File: src/rtl/ps_bc_slct_seq.sv
// Decode-stage bus-connect select: DRR/DI select decode, DI_LAT-deep DI pipe, two-beat DBL sequencer.
// Optional sticky illegal-class detection when PS_BC_ERR_EN is defined.
module ps_bc_slct_seq #(
  parameter int UREG_AW  = 4,
  parameter int DI_LAT   = 1,
  parameter int DRF_ADDR = 0,
  parameter int STK_LO   = 6,
  parameter int STK_HI   = 7,
  parameter int DAG_LO   = 1,
  parameter int DAG_HI   = 2
) (
  input  logic               clk_dcd,
  input  logic               rst_n,
  input  logic               ps_hold,
  input  logic               ps_imminst,
  input  logic               ps_popstck,
  input  logic               ps_pshstck,
  input  logic               ps_dminst,
  input  logic               ps_dm_wrb,
  input  logic               ps_urgtrnsinst,
  input  logic               ps_dbl,
  input  logic [UREG_AW-1:0] ps_ureg1_add,
  input  logic [UREG_AW-1:0] ps_ureg2_add,
  output logic [1:0]         ps_bc_drr_slct,
  output logic [1:0]         ps_bc_di_slct,
  output logic               ps_bc_stall,
  output logic               ps_bc_beat,
  output logic               ps_bc_err
);

  localparam logic [UREG_AW-1:0] DRF_A = UREG_AW'(DRF_ADDR);
  localparam logic [UREG_AW-1:0] STK_L = UREG_AW'(STK_LO);
  localparam logic [UREG_AW-1:0] STK_H = UREG_AW'(STK_HI);
  localparam logic [UREG_AW-1:0] DAG_L = UREG_AW'(DAG_LO);
  localparam logic [UREG_AW-1:0] DAG_H = UREG_AW'(DAG_HI);

  typedef enum logic {IDLE = 1'b0, BEAT1 = 1'b1} state_t;

  function automatic logic [1:0] grp_dec(input logic [UREG_AW-1:0] a);
    if (a == DRF_A)                    return 2'b10;
    else if (a >= STK_L && a <= STK_H) return 2'b01;
    else if (a >= DAG_L && a <= DAG_H) return 2'b00;
    else                               return 2'b11;
  endfunction

  state_t     state;
  logic       beat_q;
  logic [1:0] di_nxt;
  logic       two_beat;
  logic       cls_rd;
  logic       cls_wr;
  logic [1:0] di_pipe [DI_LAT];

  assign cls_rd = ps_dminst & ~ps_dm_wrb;
  assign cls_wr = (ps_dminst & ps_dm_wrb) | ps_pshstck;

  // Stage 0: combinational class priority decode
  always_comb begin
    ps_bc_drr_slct = 2'b11;
    di_nxt         = 2'b11;
    two_beat       = 1'b0;
    if (ps_imminst) begin
      di_nxt = 2'b10;
    end else if (ps_popstck) begin
      ps_bc_drr_slct = 2'b01;
      di_nxt         = 2'b01;
      two_beat       = 1'b1;
    end else if (cls_rd) begin
      di_nxt   = 2'b00;
      two_beat = 1'b1;
    end else if (cls_wr) begin
      ps_bc_drr_slct = grp_dec(ps_ureg1_add);
      di_nxt         = 2'b01;
      two_beat       = 1'b1;
    end else if (ps_urgtrnsinst) begin
      ps_bc_drr_slct = grp_dec(ps_ureg2_add);
      di_nxt         = 2'b01;
      two_beat       = 1'b1;
    end
  end

  assign ps_bc_stall = (state == IDLE) & ps_dbl & two_beat;
  assign ps_bc_beat  = beat_q;

  // Beat sequencer: BEAT1 always returns to IDLE on the next unheld edge
  always_ff @(posedge clk_dcd or negedge rst_n) begin
    if (!rst_n) begin
      state  <= IDLE;
      beat_q <= 1'b0;
    end else if (!ps_hold) begin
      case (state)
        IDLE: begin
          if (ps_dbl && two_beat) begin
            state  <= BEAT1;
            beat_q <= 1'b1;
          end
        end
        BEAT1: begin
          state  <= IDLE;
          beat_q <= 1'b0;
        end
        default: begin
          state  <= IDLE;
          beat_q <= 1'b0;
        end
      endcase
    end
  end

  // Stages 1..DI_LAT: DI select shift register, frozen while held
  always_ff @(posedge clk_dcd or negedge rst_n) begin
    if (!rst_n) begin
      for (int i = 0; i < DI_LAT; i++) di_pipe[i] <= 2'b11;
    end else if (!ps_hold) begin
      di_pipe[0] <= di_nxt;
      for (int i = 1; i < DI_LAT; i++) di_pipe[i] <= di_pipe[i-1];
    end
  end

  assign ps_bc_di_slct = di_pipe[DI_LAT-1];

`ifdef PS_BC_ERR_EN
  logic       err_q;
  logic [2:0] cls_cnt;

  assign cls_cnt = 3'(ps_imminst) + 3'(ps_popstck) + 3'(ps_pshstck)
                 + 3'(ps_dminst) + 3'(ps_urgtrnsinst);

  always_ff @(posedge clk_dcd or negedge rst_n) begin
    if (!rst_n) begin
      err_q <= 1'b0;
    end else if (!ps_hold && cls_cnt >= 3'd2) begin
      err_q <= 1'b1;
    end
  end

  assign ps_bc_err = err_q;
`else
  assign ps_bc_err = 1'b0;
`endif

endmodule
File: config.mk
export PLATFORM = sky130hd
export DESIGN_NAME = ps_bc_slct_seq
export DESIGN_NICKNAME = d
export VERILOG_FILES = /design/src/rtl/ps_bc_slct_seq.sv
export SDC_FILE = /design/constraint.sdc
export NUM_CORES = 1
export LEC_CHECK = 0
export CAP_MARGIN = 25
export CORE_AREA = 3 3 40 42
export DETAILED_ROUTE_END_ITERATION = 8
export DIE_AREA = 0 0 43 45
export PLACE_DENSITY = 0.59
export SYNTH_ARGS = -nofsm -noshare
export SYNTH_HDL_FRONTEND = slang
export SYNTH_SLANG_ARGS = --single-unit
File: constraint.sdc
create_clock -name clk_dcd -period 2.25 [get_ports clk_dcd]
set_input_delay 0.45 -clock clk_dcd [delete_from_list [all_inputs] [get_ports clk_dcd]]
set_output_delay 0.45 -clock clk_dcd [all_outputs]
set_load 0.02 [all_outputs]
Word-level counts from Yosys, hierarchy flattened
Cells that the tools add are included.
{ "op_classes": {"n_mux": 25, "eq_ne": 1, "n_reduce_logical": 8, "bitwise_logic": 8, "magnitude_cmp": 8} }
{ "op_table": {"columns": ["cell", "count"], "rows": [
  ["2-bit two-way mux", 16],
  ["4-bit by 1-bit >= comparator with 1-bit output (second input constant)", 2],
  ["4-bit by 3-bit >= comparator with 1-bit output (second input constant)", 2],
  ["4-bit by 2-bit less-or-equal comparator with 1-bit output (second input constant)", 2],
  ["4-bit by 3-bit less-or-equal comparator with 1-bit output (second input constant)", 2],
  ["4-bit zero test", 2],
  ["1-bit two-way mux", 7],
  ["1-bit logical AND", 5],
  ["1-bit bitwise AND", 4],
  ["1-bit one-hot mux with 2 select lines", 2],
  ["1-bit NOT", 3],
  ["2-bit by 1-bit inequality test with 1-bit output (second input constant)", 1],
  ["2-bit AND reduction", 1],
  ["1-bit OR", 1]
]} }
{ "word_totals": {"wordCells": 53, "regBits": 4, "out_inout_bits": 7, "in_bits": 18} }

Longest topological paths before layout
Gate-level depths: netlist (run 1).
{ "logic_depth": {"ltp_word": 10, "depth_mapped": 4} }

Least setup slack after synthesis (run 1)
Ideal clock, no wire load.
{ "synth_timing": {"path_kind": "input port to output port", "startpoint": "input port ps_ureg1_add[0]", "endpoint": "output port ps_bc_drr_slct[1]", "required_time_ps": 1800, "slack_ps": 456, "arrival_time_ps": 1344, "cell_stages": 4, "path_cell_list": "nor2b_1 -> xnor2_1 -> nor3_1 -> o31ai_1"} }
{ "synth_between": {"elab_chain_cells": 9} }
{ "synth_rtl": {"columns": ["element", "line_no", "source"], "rows": [
  ["from (decl)", "22", "input logic [UREG_AW-1:0] ps_ureg1_add,"],
  ["4-bit by 1-bit >= comparator with 1-bit output or 4-bit by 2-bit less-or-equal comparator with 1-bit output (tied branches)", "42", "else if (a >= DAG_L && a <= DAG_H) return 2'b00;"],
  ["1-bit logical AND", "42", null],
  ["2-bit two-way mux", "42", null],
  ["2-bit two-way mux", "41", "else if (a >= STK_L && a <= STK_H) return 2'b01;"],
  ["2-bit two-way mux *", "40", "if (a == DRF_A) return 2'b10;"],
  ["2-bit two-way mux *", "71", "end else if (cls_wr) begin"],
  ["2-bit two-way mux *", "68", "end else if (cls_rd) begin"],
  ["2-bit two-way mux *", "64", "end else if (ps_popstck) begin"],
  ["2-bit two-way mux *", "62", "if (ps_imminst) begin"],
  ["to (decl)", "24", "output logic [1:0] ps_bc_drr_slct,"]
]} }
Every way passes the cells marked *; elsewhere a longest branch is shown, timed or not.

Worst setup path after layout (run 1)
{ "layout_timing": {"startpoint": "input port ps_dm_wrb", "endpoint": "output port ps_bc_drr_slct[0]"} }
{ "layout_between": {"elab_chain_cells": 6} }
{ "layout_rtl": {"columns": ["element", "line_no", "source"], "rows": [
  ["from (decl)", "19", "input logic ps_dm_wrb,"],
  ["1-bit bitwise AND", "55", "assign cls_wr = (ps_dminst & ps_dm_wrb) | ps_pshstck;"],
  ["1-bit OR", "55", null],
  ["2-bit two-way mux", "71", null],
  ["2-bit two-way mux *", "68", null],
  ["2-bit two-way mux *", "64", null],
  ["2-bit two-way mux *", "62", null]
]} }
Marks and branches as above.

==> impl_results.md, run 1 <==
* Status: finished clean
* Synth top area share at 0.182
* Worst path arrival time at 1.78 ns
* IO Count at 25
* Leakage power at approximately 0.25 nW
* Initial antenna violation count at 0
* Syn nets at 53
* Setup CP Type: in -> out
* Worst Hold Class: in -> async
* Peak supply drop at about 0.30 mV
* Crit start category: input pin
* Max cap viols at 0
* First-pass GRT wire length at between 1.5 and 2 mm
* Fill count at 140
* Achievable Freq at between 400 and 500 MHz
* TNS Setup at 0 ns
* Slew Limit Fails at 0
* Routed wire per std cell at 11.6 microns
* H-Tree Level Count at 1
* Final Hold Fails at 0
* Worst skew pair latency at roughly 0.24 ns
* TritonCTS clock tree: yes
* Area grow syn2layout at 114%
* Clock Skew at 0.0000357 ns
* Critical Path Fanout Max at 2
* Core Util, Final at 0.482
* Full die area at between 0.0015 and 0.002 sq mm
* CP required at 1.80 ns
* Gr usage total at 0.110
* RSZ-0062 raised after global routing: no
* DRT antenna net count at 0
* Sequential fraction of the synthesis area at 0.355
* CTS sink count at 4
* Metal3 WL at 88 microns
* Top layer reached by signal wires: met4
* Final WL at about 950 microns
* Final HPWL DP at 679 microns
* Starting Density at 0.225
* Post-synth cell types at 22
* TritonRoute pass-1 iters at 4
* DR DRC count at 0
* Syn Std Cell Area at between 200 and 300 sq um
* Largest net degree at the start of global routing at 7
* Die Width at between 40 and 50 microns
* Crit end category: primary output
* Fraction of layout cells with a size suffix above 1 at 0.299
* Nets@finish at between 80 and 90
* Vias per cell at approximately 4.6
* Vias in the first global route at roughly 370
* Synthesized instance count at 35
* Fin area at slightly above 600 sq um
* Setup Slack @ Placement at -0.449 ns
* Grt total ovfl at 0
* Port buffer count at 23
* Synthesized area per cell at between 8 and 9 sq um
* Longest Clk Path Bufs at 2
* Vias at 375
* Antenna cells at 0
* Height of the chip at approximately 45 microns
* Finish-stage setup viols at 0
* Routed met1 length at ~390 microns
* WHS at about 0.40 ns
* Area after DPL at 576 sq um
* RD Place Congestion at 0.689
* Num CTS Buffers at 3
* Clock transition at path regs at about 0.050 ns
* Crit path time final at ~2.2 ns
* Yosys top cell by area: dfstp_2
* Synthesis Warnings at 0
* Synth top area cells: dfstp_2 18%, dfrtp_1 17%, a21oi_1 6.9%
* Final Cycle Share at 0.992
* Register bit total from synthesis at 4
* Initial DRC count at 3
* Core Area at around 0.0013 sq mm
* Std cell rows at 13
* PnR worst setup slack at roughly 0.019 ns
* Met2 WL at about 440 microns
* PwrDens at 487 mW/mm^2
* CTS root buffer: clkbuf_4
-- what timing repair did --
action,in CTS,in global routing
setup endpoints to repair,3,1
hold buffers,0,0
resized for setup,23,1
pin swaps,1,1
setup buffers,0,0
-- worst paths after layout --
check,from,endpoint,slack (ns),cells past startpoint
hold reg to reg,ps_bc_di_slct[1],ps_bc_di_slct[1],0.49,2
setup / recovery,ps_dm_wrb,ps_bc_drr_slct[0],0.02,5
min in group clk_dcd,ps_bc_di_slct[1],ps_bc_di_slct[1],0.49,2
setup reg to reg,ps_bc_di_slct[1],ps_bc_di_slct[1],1.50,2
hold / removal,rst_n,state,0.40,1
max in group asynchronous,rst_n,ps_bc_di_slct[0],1.60,1
-- layout make-up --
class | count | area [sq um] | area share
Clock buffer | 4 | 26.3 | 0.0424
Inverter | 1 | 3.75 | 0.00606
Multi-Input combinational cell | 29 | 208 | 0.335
Sequential cell | 4 | 103 | 0.166
Tap cell | 15 | 18.8 | 0.0303
Timing Repair Buffer | 29 | 260 | 0.420
-- where the power goes --
part | switching, mW | leakage (nW) | internal (mW)
registers | 0.00559 | 0.0457 | 0.0844
clock network | 0.0336 | 0.0150 | 0.0668
logic | 0.0492 | 0.185 | 0.0621
-- through the flow --
stage	cells	power [mW]
after floorplan	35	0.130
after global placement	78	0.199
after detailed placement	78	0.198
after CTS	82	0.307
after global routing	82	0.322
final	82	0.302
-- worst max-delay path: stages --
cell and delay, ns:
clkdlybuf4s50_1 0.50, mux2i_1 0.09, a2111oi_1 0.44, o21ai_1 0.13
buf_4 0.17
-- flip-flops by register name (all words and copies together), names as in the netlist --
register       cells
ps_bc_beat         1
ps_bc_di_slct      2
state              1
-- cell families after synthesis --
kind of cell / synth area share
buffers and inverters: 0.0390
multiplexers: 0.0736
AND/OR/NAND/NOR: 0.221
AO/OA/AOI/OAI: 0.238
flip-flops: 0.355
other: 0.0130
XOR/XNOR: 0.0606
-- synth_stat cells --
cell type,number
nor3_1,1
mux2_2,1
nand3_1,1
dfstp_2,2
nor2_1,5
o21ai_0,1
a2111oi_0,2
nand2_1,2
o31ai_1,1
dfrtp_1,2
nor2b_1,2
o21ai_1,1
a31oi_1,1
xnor2_1,2
inv_1,1
a21oi_1,4
nor4_1,1
a211oi_1,1
conb_1,1
buf_4,1
mux2i_1,1
or3b_1,1
-- metal layers --
| metal | GRT usage | vias up |
|---|---|---|
| met3 | 0.0239 | 4 |
| li1 | - | 190 |
| met1 | 0.105 | 162 |
| met4 | 0.108 | 0 |
| met2 | 0.192 | 19 |
| met5 | 0 | - |
-- placed cells by master, fill, tap and decap left out --
cell             instances
nor4_4                   1
mux2_2                   1
dfstp_2                  2
clkbuf_1                 1
a211oi_2                 1
a2111oi_2                1
o21ai_0                  1
or3b_4                   1
xnor2_1                  2
dlygate4sd2_1            2
nor2b_1                  2
nand2_1                  2
inv_1                    1
o21ai_1                  1
nor2_2                   1
clkdlybuf4s50_1         18
buf_2                    2
nand3_1                  1
buf_4                    7
conb_1                   1
clkbuf_4                 3
a2111oi_1                1
a21oi_1                  4
mux2i_1                  1
dfrtp_1                  2
nor3_1                   1
nor2_1                   4
a31oi_1                  1
o31ai_1                  1
No activity file was read; power rests on OpenSTA's default activity.
==> run 2, diff against run 1 <==
--- a/config.mk
+++ b/config.mk
@@ -5,11 +5,13 @@
 export SDC_FILE = /design/constraint.sdc
 export NUM_CORES = 1
 export LEC_CHECK = 0
+export ABC_AREA = 1
 export CAP_MARGIN = 25
 export CORE_AREA = 3 3 40 42
 export DETAILED_ROUTE_END_ITERATION = 8
 export DIE_AREA = 0 0 43 45
-export PLACE_DENSITY = 0.59
+export DONT_BUFFER_PORTS = 1
+export PLACE_DENSITY = 0.39
 export SYNTH_ARGS = -nofsm -noshare
 export SYNTH_HDL_FRONTEND = slang
 export SYNTH_SLANG_ARGS = --single-unit
==> constraint.sdc (replaced) <==
create_clock -name clk_dcd -period 2.2 [get_ports clk_dcd]
set_input_delay 0.44 -clock clk_dcd [delete_from_list [all_inputs] [get_ports clk_dcd]]
set_output_delay 0.44 -clock clk_dcd [all_outputs]
set_load 0.02 [all_outputs]
==> run 2 against run 1 <==
Cell area shrank 37%. Sequential share of layout area grew 9.7 points. Clock power shrank 9%. Wire length shrank 22%. Critical path type is now reg -> out.
==> impl_results.md, run 2 <==
* Status: finished clean
* H-Tree Level Count at 1 (unchanged)
* CP required at 1.76 ns (-0.04 ns)
* CTS root buffer: clkbuf_4
* TritonRoute pass-1 iters at 2 (-2)
* Finish-stage setup viols at 0 (unchanged)
* Commonest non-fill, non-tap cell in the layout: nand2_1
* Synthesis Warnings at 0 (unchanged)
* Syn Std Cell Area at 347 sq um (+20%)
* Post-synth top cells: 15 x nand2_1, 8 x inv_1, 5 x nand3_1, 5 x nor2_1, 3 x clkinv_1
* Synth top area cells: nand2_1 16%, dfstp_2 15%, dfrtp_1 14%
* Synthesized area per cell at 6.30 sq um (-24%)
* Count leader, synth: nand2_1
* Longest Clk Path Bufs at 2 (unchanged)
* TritonCTS clock tree: yes
* Yosys top cell by area: nand2_1
* Worst r2r dst: state
* Antenna cells at 0 (unchanged)
* RD Place Congestion at 0.651 (-5.6%)
* Syn nets at 73 (+38%)
* Synth top area share at 0.162 (-0.0194)
* Fill count at 147 (+5.0%)
* Starting Density at 0.270 (+0.0448)
* Vias at 338 (-9.9%)
* Vias in the first global route at 304 (-19%)
* Final WL at 746 microns (-22%)
* Crit path time final at about 1.4 ns
* IO Count at 25 (unchanged)
* Slowest stage delay, CP at 0.35 ns (-0.15 ns)
* Num CTS Buffers at 3 (unchanged)
* Crit end category: primary output
* Worst skew pair latency at 0.24 ns (about the same)
* Worst Hold Class: in -> async
* Critical Path, Cell by Cell: clkinv_1, nand3_1, nor2b_4
* Post-CTS Hold Fix Bufs at 1 (+1)
* Post-CTS setup buffer count at 0 (unchanged)
* Setup Slack @ Placement at 0.744 ns (+1.19 ns)
* Crit start category: flop
* CTS sink count at 4 (unchanged)
* Multi-input gate area at 195 sq um (-6.0%)
* Initial DRC count at 1 (-2)
* Critical Path Fanout Max at 3 (+1)
* Dominant synthesized flop cell: dfstp_2
* Grt total ovfl at 0 (unchanged)
* Worst r2r src: state
* PwrDens at 616 mW/mm^2 (+26%)
* Fraction of layout cells with a size suffix above 1 at 0.190 (-0.109)
* Full die area at 0.00194 sq mm (unchanged)
* Leakage power at 0.202 nW (-18%)
* R2R setup slack at 1.21 ns (-0.29 ns)
* CP Buf/Inv Count at 1 (-1)
* PnR worst setup slack at 0.756 ns (+0.737 ns)
* Register bit total from synthesis at 4 (unchanged)
* Gr usage total at 0.0868 (-0.0227)
* DR DRC count at 0 (unchanged)
* Setup CP Type: reg -> out
* Nets@finish at 78 (-9.3%)
* Vias per cell at 4.63 (+1.2%)
* Achievable Freq at ~690 MHz
* Initial antenna violation count at 0 (unchanged)
* Clock Skew at 0.00114 ns (+0.00110 ns)
* Final Hold Fails at 0 (unchanged)
* WHS at 0.0471 ns (-0.355 ns)
* Max cap viols at 0 (unchanged)
* Core Area at 0.00128 sq mm (unchanged)
* Post-synth cell types at 20 (-9.1%)
* Final HPWL DP at 661 microns (-2.7%)
* Family with the most delay on the worst path: flip-flops
* Area grow syn2layout at 12.6%
* Synthesized instance count at 55 (+57%)
* Register area at 103 sq um (unchanged)
* Worst reg-to-reg path cell count at 5 (+3)
* Core Util, Final at 0.304 (-0.178)
* Final Cycle Share at 0.656
* RSZ-0062 raised after global routing: no
* DRT antenna net count at 0 (unchanged)
* Die Width at 43 microns (unchanged)
* Clock transition at path regs at 0.04 ns (about the same)
* Post-CTS sizing at 0 (-100%)
* Sequential fraction of the synthesis area at 0.296 (-0.0589)
* Ys async rst share at 1.00 (unchanged)
* TNS Setup at 0 ns (unchanged)
* Worst path arrival time at 1.00 ns (-0.78 ns)
* Post-synth EDFFs at 0 (unchanged)
* Slew Limit Fails at 0 (unchanged)
* Power Total at 0.240 mW (-20%)
* Largest net degree at the start of global routing at 5 (-2)
* Most frequent cells in the layout: 15 x nand2_1, 8 x inv_1, 5 x nor2_1, 5 x nand3_1
* Port buffer count at 0 (-100%)
* Height of the chip at 45 microns (unchanged)
* Max FFs per register at 2 (unchanged)
* Routed wire per std cell at 10.2 microns (-12%)
* Std cell rows at 13 (unchanged)
* Peak supply drop at 0.246 mV (-17%)
* CP max stage cell: dfrtp_1
* First-pass GRT wire length at 1.19 mm (-22%)
[run 2: cell count changes in the layout (fill, tap and decap cells not counted), moves of 3 or more]
cell / delta
nand2_1: +13
buf_4: -7
clkdlybuf4s50_1: -18
clkinv_1: +3
a21oi_1: -3
nand3_1: +4
inv_1: +7
[run 2: cell type report]
cell class,count,area share
timing repair buffer,1,0.0256
sequential,4,0.263
clock buffer,3,0.0577
inverter,11,0.106
multi-input combinational,39,0.500
tap,15,0.0481
[run 2: worst reg2reg max path: stages (launching register included)]
cell and delay (ns):
dfrtp_1 0.35, clkinv_1 0.08, nand3_1 0.12, nor2b_4 0.22, nand2_2 0.10, o21ai_2 0.06
[run 2: power breakdown]
group	switching [mW]	leakage, nW	internal (mW)
logic	0.0293	0.142	0.0180
clock network	0.0300	0.0138	0.0610
registers	0.0157	0.0458	0.0865
total	0.0750	0.202	0.165
[run 2: cell families (layout without fill, tap and decap cells)]
family / Yosys count / in the layout / synth area share
buffers and inverters: 12 / 15 / 0.141
other: 1 / 1 / 0.0108
flip-flops: 4 / 4 / 0.296
AND/OR/NAND/NOR: 31 / 31 / 0.430
AO/OA/AOI/OAI: 7 / 7 / 0.123
[run 2: how the worst max path moves through the flow]
stage | startpoint | end | slack, ns | depth (start not counted)
6_report | state | ps_bc_stall | 0.76 | 3
4_1_cts | ps_pshstck | ps_bc_drr_slct[1] | 0.74 | 6
3_3_place_gp | ps_pshstck | ps_bc_drr_slct[1] | 0.76 | 6
5_1_grt | ps_pshstck | ps_bc_drr_slct[1] | 0.67 | 6
3_5_place_dp | ps_pshstck | ps_bc_drr_slct[1] | 0.74 | 6
2_1_floorplan | ps_pshstck | ps_bc_drr_slct[1] | 0.84 | 6
[run 2: layer usage]
| layer | part of all wire | wire length (microns) | vias up | GRT usage |
|---|---|---|---|---|
| li1 | - | - | 174 | - |
| met1 | 0.43 | 323 | 141 | 0.0971 |
| met2 | 0.43 | 323 | 23 | 0.120 |
| met3 | 0.13 | 99 | 0 | 0.0717 |
| met4 | 0 | 0 | 0 | 0.0361 |
| met5 | 0 | 0 | - | 0 |
[run 2: metrics by stage]
stage	instance area [sq um]	cells
6_report	390	73
5_1_grt	390	73
4_1_cts	390	73
3_5_place_dp	358	69
3_3_place_gp	358	69
2_1_floorplan	347	55
==> run 3, diff against run 2 <==
--- a/config.mk
+++ b/config.mk
@@ -11,7 +11,7 @@
 export DETAILED_ROUTE_END_ITERATION = 8
 export DIE_AREA = 0 0 43 45
 export DONT_BUFFER_PORTS = 1
-export PLACE_DENSITY = 0.39
+export PLACE_DENSITY = 0.41
 export SYNTH_ARGS = -nofsm -noshare
 export SYNTH_HDL_FRONTEND = slang
 export SYNTH_SLANG_ARGS = --single-unit
==> constraint.sdc (replaced) <==
create_clock -name clk_dcd -period 1.3 [get_ports clk_dcd]
set_input_delay 0.26 -clock clk_dcd [delete_from_list [all_inputs] [get_ports clk_dcd]]
set_output_delay 0.26 -clock clk_dcd [all_outputs]
set_load 0.02 [all_outputs]
==> run 3 against run 2 <==
Critical path depth stayed put. Hold slack better by 0.040 ns. Die area stayed put. Sequential power is 70% higher. First-iteration DRC count grew to 5.0 times the previous value. Clock skew is 0.0011 ns lower. Register-to-register slack worse by 0.85 ns. Largest cell class unchanged.
==> impl_results.md, run 3 (synthesis results as in run 2) <==
* Worst Hold Class: in -> reg
* Grt total ovfl at 0 (unchanged)
* Std cell rows at 13 (unchanged)
* Vias at 329 (-2.7%)
* Status: finished clean
* Power Total at 0.429 mW (+78%)
* Multi-input gate area at 200 sq um (+2.6%)
* Vias per cell at 4.45 (-4.0%)
* Fin area at 399 sq um (+2.2%)
* HP Start: ps_hold
* Num CTS Buffers at 3 (unchanged)
* Vias in the first global route at 343 (+13%)
* RD Place Congestion at 0.693 (+6.4%)
* CP max stage cell: dfrtp_1
* Slew Limit Fails at 0 (unchanged)
* CTS root buffer: clkbuf_4
* Setup CP Type: reg -> out
* TritonCTS clock tree: yes
* Hold path depth at 1
* Most frequent cells in the layout: 15 x nand2_1, 8 x inv_1, 5 x nor2_1
* Crit path time final at between 1 and 1.5 ns
* CP Buf/Inv Count at 1 (unchanged)
* H-Tree Level Count at 1 (unchanged)
* Fraction of layout cells with a size suffix above 1 at 0.220 (+0.0307)
* Finish-stage setup viols at 0 (unchanged)
* Leakage power at 0.206 nW (+2.0%)
* Post-CTS setup buffer count at 0 (unchanged)
* Nets@finish at 78 (unchanged)
* Dpl cells at 69 (unchanged)
* Achievable Freq at ~800 MHz
* Worst r2r src: state
* Crit start category: flop
* Area after DPL at 358 sq um (unchanged)
* Port buffer count at 0 (unchanged)
* First-pass GRT wire length at 1.33 mm (+12%)
* DR DRC count at 0 (unchanged)
* Fill count at 151 (+2.7%)
* PwrDens at 1070 mW/mm^2 (+74%)
* Final WL at 808 microns (+8.3%)
* RSZ-0062 raised after global routing: no
* Fin cells at 74 (+1.4%)
* Critical Path, Cell by Cell: inv_2, nand3_2, nor2b_4
* Clock transition at path regs at 0.04 ns (about the same)
* Gr usage total at 0.0958 (+0.00902)
* Register area at 103 sq um (unchanged)
* Full die area at 0.00194 sq mm (unchanged)
* Core Area at 0.00128 sq mm (unchanged)
* TNS Setup at 0 ns (unchanged)
* Max cap viols at 0 (unchanged)
* Routed wire per std cell at 10.9 microns (+6.8%)
* Clock Skew at 0.0000681 ns (-0.00107 ns)
* Initial antenna violation count at 0 (unchanged)
* PnR worst setup slack at 0.0690 ns (-0.687 ns)
* Worst reg-to-reg path cell count at 5 (unchanged)
* CP required at 1.04 ns (-0.72 ns)
* IO Count at 25 (unchanged)
* Setup Slack @ Placement at 0.192 ns (-0.552 ns)
* Height of the chip at 45 microns (unchanged)
* Largest net degree at the start of global routing at 5 (unchanged)
* Crit end category: primary output
* Commonest non-fill, non-tap cell in the layout: nand2_1
* Family with the most delay on the worst path: flip-flops
* Worst path arrival time at 0.97 ns (-0.03 ns)
* Critical Path Fanout Max at 3 (unchanged)
* Final HPWL DP at 722 microns (+9.2%)
* DRT antenna net count at 0 (unchanged)
* Critical path depth at 3 (unchanged)
* Longest Clk Path Bufs at 2 (unchanged)
* CTS sink count at 4 (unchanged)
* Max FFs per register at 2 (unchanged)
* Die Width at 43 microns (unchanged)
* Final Cycle Share at 0.947
* Worst skew pair latency at 0.24 ns (about the same)
* Worst setup path startpoint: state
* Antenna cells at 0 (unchanged)
* TritonRoute pass-1 iters at 2 (unchanged)
* Starting Density at 0.270 (unchanged)
* Area grow syn2layout at 15.2%
* Final Hold Fails at 0 (unchanged)
* Initial DRC count at 5 (+4)
* Slowest stage delay, CP at 0.37 ns (+0.02 ns)
* Peak supply drop at 0.199 mV (-19%)
==> run 3: per-stage QoR <==
stage                     hold slack [ns]   util
after global placement            -0.0355  0.278
after floorplan                   -0.0356      -
after CTS                          0.0804  0.307
after global routing               0.0805  0.311
after detailed placement          -0.0355  0.278
final                              0.0876  0.311
==> run 3: repair_timing <==
item                       4_1_cts  5_1_grt
gates resized for setup          0        2
hold buffers                     1        0
hold endpoints to repair         4        0
setup endpoints to repair        0        1
==> run 3: final timing paths <==
kind / endpoint / slack (ns)
setup reg to reg: state / 0.36
setup / recovery: ps_bc_stall / 0.07
max in group asynchronous: ps_bc_di_slct[0] / 0.75
hold / removal: ps_bc_di_slct[0] / 0.09
hold reg to reg: state / 0.52
min in group asynchronous: ps_bc_beat / 0.29
==> run 3: report_power, final <==
part	total [mW]	switching (mW)	internal, mW
Sequential	0.173	0.0271	0.146
Clock	0.173	0.0572	0.116
Combinational	0.0826	0.0515	0.0311
Total	0.429	0.136	0.293
==> run 3: cell type report <==
| type | count | share of cell area |
|---|---|---|
| clock buffer | 4 | 0.0658 |
| inverter | 11 | 0.103 |
| multi-input combinational | 39 | 0.502 |
| sequential | 4 | 0.257 |
| tap | 15 | 0.0470 |
| timing repair buffer | 1 | 0.0251 |
==> run 3: metal layers <==
metal	up-vias	global-route usage	routed length (microns)
li1	177	-	-
met1	133	0.0918	322
met2	17	0.156	384
met3	2	0.0279	85
met4	0	0.108	16
met5	-	0	0
==> RTL change 1, RTL diff (flow settings as in run 1) <==
`UREG_AW`: 4 -> 5.
--- a/src/rtl/ps_bc_slct_seq.sv
+++ b/src/rtl/ps_bc_slct_seq.sv
@@ -2,5 +2,5 @@
 // Optional sticky illegal-class detection when PS_BC_ERR_EN is defined.
 module ps_bc_slct_seq #(
-  parameter int UREG_AW  = 4,
+  parameter int UREG_AW  = 5,
   parameter int DI_LAT   = 1,
   parameter int DRF_ADDR = 0,
Interface: changed (resized ps_ureg1_add and ps_ureg2_add); port bits go from 25 to 27. No check against the original RTL was run, so the function may have changed too.
==> RTL change 1 against run 1 <==
  * Sequential power is 0.9% lower
  * Final area increased by 8.7%
  * Critical endpoint unchanged
  * Wire length decreased by 8.0%
  * Setup slack gained 110 ps
  * Sequential cell count is the same
  * Utilization is 4.2 points higher
  * Synthesized area rose by 3.5%
  * Power decreased by 3.8%
  * Critical path type unchanged
==> RTL change 1: results (changes against run 1) <==
Dpl hpwl: 780 um (+15%)
Comb group: 115 uW (+4%)
Vias/cell: 4.500 (-1.6%)
Final net count: 97 (+13%)
Fill count: 118 (-16%)
GRT Overall Usage: 10.36% (-0.59 points)
First-pass GRT wire length: 1.462 mm (-4.1%)
Syn Area/Cell: 7.869 um^2 (-4.7%)
Vias in the first global route: 422 (+13%)
Combinational Power Share: 39.5% (+2.6 points)
Drt pass-1 iters: 2 (-2)
Area Overhead vs Synth: 125.1%
Layout cell share with drive strength beyond 1: 29.33% (-0.52 points)
Global-route met1 utilization: 9.246% (-1.2 points)
Routing usage on met3: 3.984% (+1.6 points)
Post-synthesis sequential area ratio: 34.31% (-1.2 points)
Metal3 WL: 113 um (+28%)
Post-route insts no fill: 90 (+9.8%)
Max incr delay on CP: 400 ps (-100 ps)
Clock power share: 29.8% (-3.5 points)
Met1 WL: 350 um (-10%)
Routability cong.: 0.6979 (+1.2%)
CP arrival: 1670 ps (-110 ps)
# port buffers: 25 (+8.7%)
Worst Skew: 0.09408 ps (+0.05841 ps)
Pin count of the biggest net entering global routing: 6 (-1)
Top sig layer: met3
Setup crit start: ps_ureg1_add[3]
Starting DRT DRC Count: 1 (-2)
Status: complete, no violations
Netlist cell types: 20 (-9.1%)
Placed Instances: 87 (+12%)
Worst IR Drop VDD: 0.0001613 V (-45%)
Met2 routed WL: 413 um (-5.9%)
RTL change 1: cell types whose count changed in the layout (fill, tap and decap cells not counted), sizes merged, moves of 2 or more:
| cell | change |
|---|---|
| buf | +3 |
| dlymetal6s2s | +3 |
| nor2b | +3 |
| a2111oi | -2 |
RTL change 1: metrics by stage:
step,hold slack [ps],setup TNS (ps),worst slack [ps]
finish,419.1,0,126.9
global route,436.6,0,38.11
CTS,417.3,0,6.298
detailed placement,478.7,-899.8,-350.0
global placement,476.6,-879.5,-331.1
floorplan,154.4,0,600.6
RTL change 1: logic make-up (layout without fill, tap and decap cells):
| kind of cell | Yosys count | count (layout) | synth area share, % |
|---|---|---|---|
| AND/OR/NAND/NOR | 18 | 18 | 31.38 |
| buffers and inverters | 3 | 40 | 5.023 |
| flip-flops | 4 | 4 | 34.31 |
| XOR/XNOR | 2 | 2 | 5.859 |
| AO/OA/AOI/OAI | 10 | 10 | 22.18 |
| other | 1 | 1 | 1.254 |
RTL change 1: final cells by class:
| cell class | count | share of cell area, % |
|---|---|---|
| Timing Repair Buffer | 35 | 48.14 |
| Multi-Input combinational cell | 31 | 29.37 |
| Sequential cell | 4 | 15.24 |
| Clock buffer | 3 | 3.346 |
| Tap cell | 15 | 2.788 |
| Inverter | 2 | 1.115 |
RTL change 1: repair_timing:
action	in CTS	in global routing
resized for setup	9	7
endpoints found under the setup margin	3	3
hold buffers	0	0
pin swaps	0	2
RTL change 1: worst max-delay path by stage:
stage	endpoint	cells after the start
finish	ps_bc_drr_slct[0]	5
global route	ps_bc_drr_slct[1]	6
CTS	ps_bc_stall	7
detailed placement	ps_bc_drr_slct[1]	6
global placement	ps_bc_drr_slct[1]	6
floorplan	ps_bc_drr_slct[1]	4
==> RTL change 2, RTL diff (settings of run 1) <==
Without the edit above. Build with the macro `PS_BC_ERR_EN` defined.
--- a/src/rtl/ps_bc_slct_seq.sv
+++ b/src/rtl/ps_bc_slct_seq.sv
@@ -1,4 +1,6 @@
 // Decode-stage bus-connect select: DRR/DI select decode, DI_LAT-deep DI pipe, two-beat DBL sequencer.
 // Optional sticky illegal-class detection when PS_BC_ERR_EN is defined.
+`define PS_BC_ERR_EN
+
 module ps_bc_slct_seq #(
   parameter int UREG_AW  = 4,
Function: changed (a bounded check fails within 4 cycles, from zero or initial values and one cycle with rst_n low).
==> RTL change 2 against run 1 <==
  * Register-to-register slack lost 160 ps
  * Sequential power is 16% higher
  * Synthesized area grew 26%
  * Power grew 7.3%
  * Setup slack improved by 91 ps
  * Sequential cell count increased by 1
  * Final cell count grew 7.3%
  * Final area grew 16%
  * Wire length increased by 5.2%
==> RTL change 2: results (changes against run 1) <==
Reg clk slew, reported paths: 50 ps (about the same)
Netlist cell types: 26 (+18%)
Vias in the first global route: 350 (-6.4%)
Post-CTS Setup Bufs: 0 (unchanged)
Slew HR: 81.55%
Starting DRT DRC Count: 3 (unchanged)
Vias/cell: 4.557 (-0.36%)
# H-tree levels: 1 (unchanged)
Fill count: 120 (-14%)
Yosys warning total: 0 (unchanged)
# port buffers: 24 (+4.3%)
Status: complete, no violations
Post-synthesis mux area share: 5.517% (-1.8 points)
Design area: 715.7 um^2 (+16%)
Post-synthesis sequential area ratio: 35.17% (-0.33 points)
Dpl ws: -445.5 ps (+3.511 ps)
Mapped Nets: 59 (+11%)
Max incr delay on CP: 410 ps (-90 ps)
Synth area leaders: dfrtp_1 (21%), dfstp_2 (14%), fa_1 (5.5%)
R2r startpoint: state$_DFFE_PN0N_
Post_cts resized: 15 (-35%)
Worst-skew pair later-pin latency: 250 ps
Top cells by count, synth: a21oi_1 (3), dfrtp_1 (3), nand2_1 (3), nor2_1 (3)
Ys flop type: dfrtp_1
Adder-cell area share of the yosys netlist: 8.966% (+9.0 points)
Worst Skew: 0.1462 ps (+0.1106 ps)
Layout cell share with drive strength beyond 1: 26.03% (-3.8 points)
Average wire per standard cell: 11.40 um (-1.9%)
Post-Synth XOR/XNOR Area: 4.828% (-1.2 points)
Placed Instances: 84 (+7.7%)
DP Area: 670.6 um^2 (+17%)
First-pass GRT wire length: 1.580 mm (+3.7%)
Leakage: 0.0003195 uW (+30%)
GRT Overall Usage: 11.23% (+0.28 points)
Pin count of the biggest net entering global routing: 9 (+2)
Final net count: 94 (+9.3%)
Fraction of registers with async set/reset: 100.0% (unchanged)
Syn Area/Cell: 9.304 um^2 (+13%)
Dpl hpwl: 862.9 um (+27%)
CP arrival: 1690 ps (-90 ps)
Routability cong.: 0.7163 (+3.9%)
Clk buf depth: 2 (unchanged)
Worst IR Drop VDD: 0.0002563 V (-13%)
Total wire length: 1.003 mm (+5.2%)
Post-synthesis compound-gate area fraction: 18.28% (-5.5 points)
Setup crit start: ps_ureg2_add[2]
Drt pass-1 iters: 3 (-1)
[RTL change 2: where the power goes]
part | total [uW] | internal, uW | leakage, uW | switching, uW
logic | 111 | 63.6 | 0.000246 | 47.4
clock network | 109 | 64.8 | 0.0000177 | 44.4
registers | 104 | 99.8 | 0.0000561 | 3.83
[RTL change 2: final timing paths]
kind	endpoint	slack [ps]	cells after the start
setup / recovery	ps_bc_drr_slct[1]	110	6
hold / removal	ps_bc_beat$_DFFE_PN0P_	410	1
setup reg to reg	state$_DFFE_PN0N_	1340	2
hold reg to reg	ps_bc_di_slct[1]$_DFFE_PN1N_	460	2
max in group asynchronous	ps_bc_di_slct[0]$_DFFE_PN1N_	1570	1
min in group clk_dcd	ps_bc_di_slct[1]$_DFFE_PN1N_	460	2
[RTL change 2: area by class of cell]
class                           count  share of cell area (%)
Clock buffer                        3                   3.147
Multi-Input combinational cell     31                   34.62
Sequential cell                     5                   17.83
Timing Repair Buffer               31                   40.04
Clock inverter                      1                  0.6993
Tap cell                           15                   2.622
Inverter                            2                   1.049
[RTL change 2: metal layers]
metal / wire, um / part of all wire [%] / global-route usage (%)
met1: 471 / 47 / 15.23
met2: 474 / 47 / 15.87
met3: 37 / 3.7 / 3.984
met4: 20 / 2.0 / 5.422
met5: 0 / 0 / 0
[RTL change 2: kinds of logic after synthesis]
family / count (synthesis)
muxes: 2
DFF: 5
AOI/OAI and AO/OA: 10
and+or+nand+nor: 15
buffers and inverters: 3
xor gates and xnor gates: 2
adders and majority gates: 2
[RTL change 2: critical path, delay by kind of cell]
kind | cells | cell delay [ps]
and+or+nand+nor | 2 | 410
xor gates and xnor gates | 1 | 190
buffers and inverters | 2 | 550
AOI/OAI and AO/OA | 1 | 100
